<file path="config.mk">
export PLATFORM = sky130hd
export DESIGN_NAME = instruction_fetch
export DESIGN_NICKNAME = d
export VERILOG_FILES = /design/src/rtl/instruction_fetch.sv
export SDC_FILE = /design/constraint.sdc
export NUM_CORES = 1
export LEC_CHECK = 0
export ABC_AREA = 1
export CAP_MARGIN = 20
export CORE_MARGIN = 3
export CORE_UTILIZATION = 30
export CTS_BUF_LIST = sky130_fd_sc_hd__clkbuf_4 sky130_fd_sc_hd__clkbuf_8
export CTS_CLUSTER_DIAMETER = 200
export CTS_CLUSTER_SIZE = 10
export DETAILED_ROUTE_END_ITERATION = 16
export DONT_BUFFER_PORTS = 1
export SLEW_MARGIN = 25
export SYNTH_ARGS = -nofsm -noshare
export SYNTH_HDL_FRONTEND = slang
export SYNTH_SLANG_ARGS = --single-unit
</file>
<file path="constraint.sdc">
create_clock -name clk -period 2.72 [get_ports clk]
set_clock_uncertainty 0.1 [all_clocks]
set_input_delay 0 -clock clk [delete_from_list [all_inputs] [get_ports clk]]
set_output_delay 0 -clock clk [all_outputs]
set_load 0.02 [all_outputs]
</file>
<file path="src/rtl/instruction_fetch.sv">
// Instruction fetch unit: requests one word from program memory per fetch_req,
// hands it to the instruction register with a one-cycle load strobe, and tracks pc.
module instruction_fetch #(
  parameter int ADDR_W = 4,
  parameter int DATA_W = 8
) (
  input  logic              clk,
  input  logic              reset_n,
  input  logic              fetch_req,
  input  logic              jump,
  input  logic [ADDR_W-1:0] jump_addr,
  input  logic              halt,
  output logic              mem_rd,
  output logic [ADDR_W-1:0] mem_addr,
  input  logic              mem_ack,
  input  logic [DATA_W-1:0] mem_data,
  output logic [DATA_W-1:0] instr_out,
  output logic              ir_load,
  output logic [ADDR_W-1:0] pc,
  output logic              busy,
  output logic              halted
);

  typedef enum logic [1:0] {
    S_IDLE   = 2'd0,
    S_REQ    = 2'd1,
    S_LOAD   = 2'd2,
    S_HALTED = 2'd3
  } state_t;

  state_t              r_state, w_state_next;
  logic [ADDR_W-1:0]   r_pc, w_pc_next;
  logic [ADDR_W-1:0]   r_mem_addr, w_mem_addr_next;
  logic                r_mem_rd, w_mem_rd_next;
  logic [DATA_W-1:0]   r_instr, w_instr_next;
  logic                r_ir_load, w_ir_load_next;
  logic                r_busy, w_busy_next;
  logic                r_halted, w_halted_next;

  always_ff @(posedge clk or negedge reset_n) begin
    if (!reset_n) begin
      r_state    <= S_IDLE;
      r_pc       <= '0;
      r_mem_addr <= '0;
      r_mem_rd   <= 1'b0;
      r_instr    <= '0;
      r_ir_load  <= 1'b0;
      r_busy     <= 1'b0;
      r_halted   <= 1'b0;
    end else begin
      r_state    <= w_state_next;
      r_pc       <= w_pc_next;
      r_mem_addr <= w_mem_addr_next;
      r_mem_rd   <= w_mem_rd_next;
      r_instr    <= w_instr_next;
      r_ir_load  <= w_ir_load_next;
      r_busy     <= w_busy_next;
      r_halted   <= w_halted_next;
    end
  end

  // Controller inputs only act in IDLE; mem_ack only acts in REQ.
  always_comb begin
    w_state_next    = r_state;
    w_pc_next       = r_pc;
    w_mem_addr_next = r_mem_addr;
    w_mem_rd_next   = r_mem_rd;
    w_instr_next    = r_instr;
    w_ir_load_next  = 1'b0;
    case (r_state)
      S_IDLE: begin
        if (halt) begin
          w_state_next = S_HALTED;
        end else if (jump) begin
          w_pc_next = jump_addr;
        end else if (fetch_req) begin
          w_state_next    = S_REQ;
          w_mem_rd_next   = 1'b1;
          w_mem_addr_next = r_pc;
        end
      end
      S_REQ: begin
        if (mem_ack) begin
          w_state_next   = S_LOAD;
          w_instr_next   = mem_data;
          w_pc_next      = r_pc + {{(ADDR_W-1){1'b0}}, 1'b1};
          w_mem_rd_next  = 1'b0;
          w_ir_load_next = 1'b1;
        end
      end
      S_LOAD:   w_state_next = S_IDLE;
      S_HALTED: w_state_next = S_HALTED;
      default:  w_state_next = S_IDLE;
    endcase
    w_busy_next   = (w_state_next == S_REQ) || (w_state_next == S_LOAD);
    w_halted_next = (w_state_next == S_HALTED);
  end

  assign mem_rd    = r_mem_rd;
  assign mem_addr  = r_mem_addr;
  assign instr_out = r_instr;
  assign ir_load   = r_ir_load;
  assign pc        = r_pc;
  assign busy      = r_busy;
  assign halted    = r_halted;

endmodule

</file>
==> impl_metrics.ini, run 1 <==
[worst_hold_path]
hold_path_depth = 5
hold_class = input pin to flip-flop
hp-start = jump
hold_end = pc[0]

[setup_path]
crit_path_start = r_state[1]
r2r-end = instr_out[6]
rr_worst_depth = 7
r2r_setup_slack_ns = 0.51
startpoint_type = flip-flop
crit_buf_inv = 3
cp_slowest_cell = dlygate4sd3_1
crit_family = buffers and inverters
r2r-start = r_state[1]
crit_arrival_ns = 2.35
worstPathCellList = inv_2 > nand2_4 > nor2_8 > nand2_1 > dlygate4sd3_1 > nand2_1 > dlygate4sd3_1
crit_type = flip-flop to flip-flop
crit_path_end_kind = flip-flop
slowest_delay_ns = 0.56
cp.required_ns = 2.85
cp_max_fo = 10

[routing]
num_vias = 863
wl_per_cell_um = 12.0
wl_um = 2330
ant_nets = 0
drc = 0
drt_iter0_markers = 65
dr.pass1.iters = 4
drt-vias-per-instance = 4.43

[placement]
post-dp-hpwl_um = 1570
port_buffers = 0
place_congestion = 0.679
dpl_cell_area_mm2 = 0.00104

[timing]
setup_violations = 0
drv_slew = 0
worstMarginPinSlew_ns = 0.481
finalSetupTns_ns = 0
min_period_ns = 2.21
maxSlewHeadroom = 0.679
max_freq_mhz = 452
fin_crit_sh = 0.814
hold_viol = 0
rsz0062_at_grt = false

[die]
dieHeight_um = 63.6
rows = 20
start_util = 0.321
io_pins = 38
die_w_um = 63.6
die_area_mm2 = 0.00405
core-area_mm2 = 0.00310

[synth]
syn-cell-area_um2 = 996
synth_async_sr_flop_share = 1.00
ys_seq_area_frac = 0.553
synth.area.mux_share = 0
synthSimpleGateAreaFrac = 0.353
netlist_instances = 114
synth_compound_area_frac = 0.0251
synthAdderAreaFrac = 0.0251
synth_cell_types = 20
synth_xor_area_frac = 0
synth_top_family_by_area = simple AND/OR/NAND/NOR gates
avgSynthCellArea_um2 = 8.74
synthFlopType = dfrtp_1
yosys_warnings = 0
synth-seq-cells = 22
synth_edf_count = 0
syn_nets = 134

[pwr]
p_int_w = 0.000806
clkPwrFrac = 0.095
p_leak_nw = 0.701
cellPowerDensity_mw_per_mm2 = 1070
switching_power_w = 0.000707
pwr-share-seq = 0.522
peakVddDrop_mv = 0.328
switching_share = 0.467
p_comb_frac = 0.383

[clock_network]
cts_max_path_buffers = 2
path_clk_slew_ns = 0.12
cts_tree = built
numCtsBuffers = 3
root_buffer = clkbuf_4
cts_max_level = 1
clock-sinks = 22
clock_latency_ns = 0.30
post_cts_buffers = 0

[job]
drv_cap = 0

[global_route]
grt_pass1_vias = 940
antenna_found_initial = 0
gr-total-overflow = 0
grt_max_degree = 23
grt.total_usage = 0.134
grt_pass1_wl_um = 4280

[cells_and_area]
fin_util = 0.454
final_cell_mix = nand2_1 (61), dlygate4sd3_1 (34), dfrtp_1 (22)
drive_gt1_frac = 0.119
layout_commonest_cell = nand2_1
antennaDiodeCount = 0
final_cell_area_mm2 = 0.00141
area_growth_pct = 41.3
nets = 173

[status]
status = finished clean
timing repair:
| action | 4_1_cts | 5_1_grt |
|---|---|---|
| resized for setup | 0 | 0 |
| hold buffers | 34 | 1 |
| hold endpoints to repair | 44 | 22 |
tightest hold or removal path: cells and delay by family:
family	cells	cell delay, ns
buffers and inverters	1	0.06
and+or+nand+nor	3	0.25
AOI/OAI and AO/OA	1	0.10
synthesized netlist by cell type (2+ instances only):
cell type,number,area (um2)
ha_1,2,25.0
inv_2,4,15.0
nand2_1,61,229
dfrtp_1,22,551
nand3_1,4,20.0
nor2_4,2,22.5
nor2_1,2,7.51
inv_1,3,11.3
o211ai_1,2,15.0
nand2_2,2,12.5
metal layers:
layer | GRT usage | vias up | part of all wire
met5 | 0 | - | 0
met4 | 0.0243 | 0 | 0
met3 | 0.0374 | 0 | 0.079
met2 | 0.243 | 32 | 0.51
met1 | 0.158 | 406 | 0.41
li1 | - | 425 | -
power groups by stage:
stage          combinational [W]  clock (W)  sequential, W
2_1_floorplan           0.000364          0       0.000752
3_3_place_gp            0.000402          0       0.000791
3_5_place_dp            0.000422          0       0.000799
4_1_cts                 0.000573   0.000148       0.000790
5_1_grt                 0.000675   0.000173       0.000814
6_report                0.000579   0.000144       0.000789
state kept, by name, indices dropped and copies added, names as in the netlist:
name / cells
busy: 1
halted: 1
instr_out: 8
ir_load: 1
mem_addr: 4
mem_rd: 1
pc: 4
r_state: 2
worst max-delay path by stage:
stage	endpoint	slack (ns)	cells after the start
after floorplan	busy	1.29	7
after global placement	pc[2]	1.23	6
after detailed placement	pc[2]	1.20	6
after CTS	instr_out[0]	0.53	7
after global routing	instr_out[1]	0.39	7
final	instr_out[6]	0.51	7
cells by family (layout without fill, tap and decap cells):
kind of cell	after synthesis	count (layout)
buffers and inverters	9	46
flip-flops	22	22
AND/OR/NAND/NOR	77	77
AO/OA/AOI/OAI	4	4
adder cells (fa/ha/maj)	2	2
stage by stage:
| stage | instances | hold slack [ns] | total power (W) | worst slack [ns] |
|---|---|---|---|---|
| 2_1_floorplan | 114 | -0.396 | 0.00112 | 1.29 |
| 3_3_place_gp | 157 | -0.395 | 0.00119 | 1.23 |
| 3_5_place_dp | 157 | -0.395 | 0.00122 | 1.20 |
| 4_1_cts | 194 | 0.0375 | 0.00151 | 0.532 |
| 5_1_grt | 195 | 0.0686 | 0.00166 | 0.395 |
| 6_report | 195 | 0.0339 | 0.00151 | 0.506 |
layout make-up:
| cell class | count | area, um2 |
|---|---|---|
| clock buffer | 3 | 22.5 |
| tap | 44 | 55.1 |
| multi-input combinational | 83 | 402 |
| fill | 327 | 1700 |
| timing repair buffer | 35 | 345 |
| sequential | 22 | 551 |
| inverter | 8 | 32.5 |
Power figures use the tool's default switching activity.
==> run 2, diff against run 1 <==
Clock period 2.72 ns to 1.9 ns, I/O delays scaled along.
==> run 2 against run 1 <==
Effect of this change: die area stayed put; sequential power is 43% higher; sequential cell count stayed put; largest power group unchanged; non-clock buffer count is 7 lower.
==> impl_metrics.ini, run 2 (synthesized netlist as in run 1, its figures left out) <==
[pwr]
p_leak_nw = 0.657
peakVddDrop_mv = 0.489
cellPowerDensity_mw_per_mm2 = 1500

[routing]
drc = 0
drt_iter0_markers = 64
num_vias = 833
wl_um = 2220
ant_nets = 0
dr.pass1.iters = 4
wl_per_cell_um = 11.8
drt-vias-per-instance = 4.43

[global_route]
grt.total_usage = 0.126
antenna_found_initial = 0
grt_pass1_wl_um = 4030
gr-total-overflow = 0
grt_max_degree = 23
grt_pass1_vias = 900

[cells_and_area]
area_growth_pct = 34.4
final_cell_mix = nand2_1 (61), dlygate4sd3_1 (27), dfrtp_1 (21)
layout_commonest_cell = nand2_1
drive_gt1_frac = 0.132
nets = 166
largest_reg_flops = 8
antennaDiodeCount = 0
fillers = 331
final_cells = 188
final_cell_area_mm2 = 0.00134

[placement]
post-dp-hpwl_um = 1570
dpl_cell_area_mm2 = 0.00104
port_buffers = 0
place_congestion = 0.679
dp_slack_ns = 0.383
place_inst = 157

[setup_path]
crit_path_end_kind = flip-flop
crit_type = flip-flop to flip-flop
cp_max_fo = 5
crit_arrival_ns = 1.88
startpoint_type = flip-flop
r2r_setup_slack_ns = 0.16
cp.required_ns = 2.04

[timing]
max_freq_mhz = 575
fin_crit_sh = 0.915
worstMarginPinSlew_ns = 0.474
hold_viol = 0
setup_slack_ns = 0.162
min_period_ns = 1.74
setup_violations = 0
maxSlewHeadroom = 0.684
drv_slew = 0
rsz0062_at_grt = false
finalSetupTns_ns = 0

[clock_network]
numCtsBuffers = 3
cts_tree = built
root_buffer = clkbuf_4
clock_latency_ns = 0.29
clock-sinks = 22
cts_max_path_buffers = 2
cts_max_level = 1
path_clk_slew_ns = 0.12

[die]
io_pins = 38
dieHeight_um = 63.6
start_util = 0.321
core-area_mm2 = 0.00310
rows = 20
die_area_mm2 = 0.00405
die_w_um = 63.6

[worst_hold_path]
hold_class = input pin to asynchronous set/reset pin

[job]
drv_cap = 0

[status]
status = finished clean
-- run 2: cell types whose count changed in the layout (fill, tap and decap cells not counted) --
cell and delta:
dfrtp_2 +1, dfrtp_1 -1, dlygate4sd3_1 -7
-- run 2: layout make-up --
type / count / area (um2) / area share
clock buffers: 3 / 22.5 / 0.0168
multi-input cells: 83 / 402 / 0.300
well taps: 44 / 55.1 / 0.0411
flip-flops and latches: 22 / 552 / 0.412
repair buffers: 28 / 275 / 0.206
inverters: 8 / 32.5 / 0.0243
-- run 2: path summary, 6_finish.rpt --
| kind | start | endpoint | cells past startpoint |
|---|---|---|---|
| max in group asynchronous | reset_n | r_state[1] | 2 |
| setup / recovery | r_state[1] | mem_addr[1] | 6 |
| setup reg to reg | r_state[1] | mem_addr[1] | 6 |
| min in group clk | jump_addr[1] | pc[1] | 5 |
| hold reg to reg | r_state[0] | r_state[0] | 2 |
| hold / removal | reset_n | instr_out[5] | 2 |
-- run 2: metrics by stage --
step | total power (W) | hold WS, ns | utilization
5_1_grt | 0.00221 | 0.114 | 0.431
3_3_place_gp | 0.00171 | -0.395 | 0.335
6_report | 0.00201 | 0.0724 | 0.431
4_1_cts | 0.00203 | 0.210 | 0.429
3_5_place_dp | 0.00175 | -0.395 | 0.335
2_1_floorplan | 0.00160 | -0.396 | -
-- run 2: critical path, stage by stage, from the launching register on --
cell           delay (ns)
dfrtp_2              0.46
nor2_2               0.17
nand3_2              0.12
nor2_4               0.15
nand2_1              0.06
dlygate4sd3_1        0.56
nand2_1              0.06
-- run 2: power by group --
group	total (W)	switching [W]	internal, W
sequential	0.00113	0.000445	0.000684
combinational	0.000680	0.000400	0.000280
clock	0.000204	0.000131	0.0000737
total	0.00201	0.000976	0.00104
-- run 2: repair_timing --
item | CTS | global route
endpoints found under the setup margin | 0 | 2
hold endpoints to repair | 44 | 22
hold buffers | 27 | 1
resized for setup | 0 | 1
setup buffers | 0 | 0
-- run 2: routing by layer --
layer,vias to the layer above,GRT usage,part of all wire
met3,0,0.0357,0.076
met1,389,0.146,0.41
met2,32,0.231,0.51
met5,-,0,0
li1,412,-,-
met4,0,0.0243,0
==> run 3, diff against run 2 <==
--- a/config.mk
+++ b/config.mk
@@ -16,2 +16,4 @@
 export DONT_BUFFER_PORTS = 1
+export HOLD_SLACK_MARGIN = 0.15
+export PLACE_DENSITY = 0.43
 export SLEW_MARGIN = 25
--- a/constraint.sdc
+++ b/constraint.sdc
@@ -4,2 +4,2 @@
 set_output_delay 0 -clock clk [all_outputs]
-set_load 0.02 [all_outputs]
+set_load 0.05 [all_outputs]
==> run 3 against run 2 <==
Effect of this change: maximum frequency fell by 0.79%; count of clock-buffer cells in the layout grew 1; final area rose by 5.4%; sequential cell count unchanged; non-clock buffer count increased by 6; die area did not move; total power is 27% higher; via count is 0.84% higher; routed wire length shrank 0.18%; critical endpoint is now mem_addr[3]; largest power group unchanged.
==> impl_metrics.ini, run 3 (synthesized netlist as in run 1, its figures left out) <==
[status]
status = finished clean

[clock_network]
numCtsBuffers = 3
root_buffer = clkbuf_4
clock_latency_ns = 0.30
clock-sinks = 22
cts_max_level = 1
cts_tree = built
path_clk_slew_ns = 0.12
cts_max_path_buffers = 2

[pwr]
peakVddDrop_mv = 0.684
cellPowerDensity_mw_per_mm2 = 1810
p_leak_nw = 0.699
power_w = 0.00256

[cells_and_area]
largest_reg_flops = 8
drive_gt1_frac = 0.159
layout_commonest_cell = nand2_1
final_cell_mix = nand2_1 (61), dlygate4sd3_1 (28), dfrtp_1 (22)
antennaDiodeCount = 0
fillers = 324
nets = 172
area_growth_pct = 41.7

[routing]
drt_iter0_markers = 33
num_vias = 840
wl_per_cell_um = 11.4
wl_um = 2220
dr.pass1.iters = 4
drt-vias-per-instance = 4.31
ant_nets = 0
drc = 0

[setup_path]
crit_type = flip-flop to flip-flop
r2r_setup_slack_ns = 0.15
r2r-end = mem_addr[3]
cp_max_fo = 5
crit_path_end_kind = flip-flop
crit_arrival_ns = 1.91
cp.required_ns = 2.05
startpoint_type = flip-flop
rr_worst_depth = 6
r2r-start = r_state[1]

[die]
io_pins = 38
core-area_mm2 = 0.00310
start_util = 0.321
die_w_um = 63.6
dieHeight_um = 63.6
rows = 20
die_area_mm2 = 0.00405

[timing]
drv_slew = 0
setup_violations = 0
max_freq_mhz = 571
worstMarginPinSlew_ns = 0.499
hold_viol = 0
fin_crit_sh = 0.922
finalSetupTns_ns = 0
min_period_ns = 1.75
maxSlewHeadroom = 0.667
rsz0062_at_grt = false

[placement]
place_congestion = 0.703
post-dp-hpwl_um = 1550
port_buffers = 0

[global_route]
grt_pass1_wl_um = 3990
grt_max_degree = 23
gr-total-overflow = 0
antenna_found_initial = 0
grt_pass1_vias = 901
grt.total_usage = 0.126

[worst_hold_path]
hold_class = input pin to flip-flop
hold_path_depth = 5
hold_end = pc[1]
hp-start = jump_addr[1]

[job]
drv_cap = 0
## run 3: worst max-delay path by stage
stage,from,depth (start not counted),to
global route,r_state[1],6,mem_addr[1]
finish,r_state[1],6,mem_addr[3]
floorplan,pc[0],6,pc[2]
global placement,r_state[1],6,busy
CTS,r_state[1],6,mem_addr[3]
detailed placement,r_state[1],6,busy
## run 3: routing by layer
layer | global-route usage | part of all wire | vias to the layer above
li1 | - | - | 428
met1 | 0.152 | 0.45 | 392
met2 | 0.199 | 0.47 | 18
met3 | 0.0481 | 0.073 | 2
met4 | 0.0485 | 0.0086 | 0
met5 | 0 | 0 | -
## run 3: worst max-delay path, cell delays in order, from the launching register on
cell and delay, ns:
dfrtp_1 0.46, nor2_2 0.18, nand3_2 0.12, nor2_4 0.17
nand2_1 0.06, dlygate4sd3_1 0.55, nand2_1 0.06
## run 3: cell type report
cell class,instances,area (um2),area share
sequential,22,551,0.390
timing repair buffer,34,335,0.238
inverter,8,32.5,0.0230
multi-input combinational,83,402,0.285
tap,44,55.1,0.0390
clock buffer,4,36.3,0.0257
## run 3: stage by stage
| stage | setup WS [ns] | std cells | hold WS (ns) | util | area [um2] |
|---|---|---|---|---|---|
| after floorplan | 0.318 | 114 | -0.396 | - | 996 |
| after global placement | 0.485 | 161 | -0.395 | 0.345 | 1070 |
| after detailed placement | 0.434 | 161 | -0.395 | 0.345 | 1070 |
| after CTS | 0.126 | 192 | 0.224 | 0.444 | 1380 |
| after global routing | 0.0140 | 195 | 0.355 | 0.455 | 1410 |
| final | 0.148 | 195 | 0.337 | 0.455 | 1410 |
## run 3: report_power, final
group	switching, W	internal, W	leakage [nW]	total (W)
clock network	0.000141	0.000117	0.0210	0.000258
registers	0.000669	0.000675	0.276	0.00134
logic	0.000617	0.000341	0.402	0.000958
## run 3: what timing repair did
action / CTS / global route
hold buffers: 27 / 3
resized for setup: 0 / 0
endpoints found under the hold margin: 44 / 22
setup buffers: 0 / 0
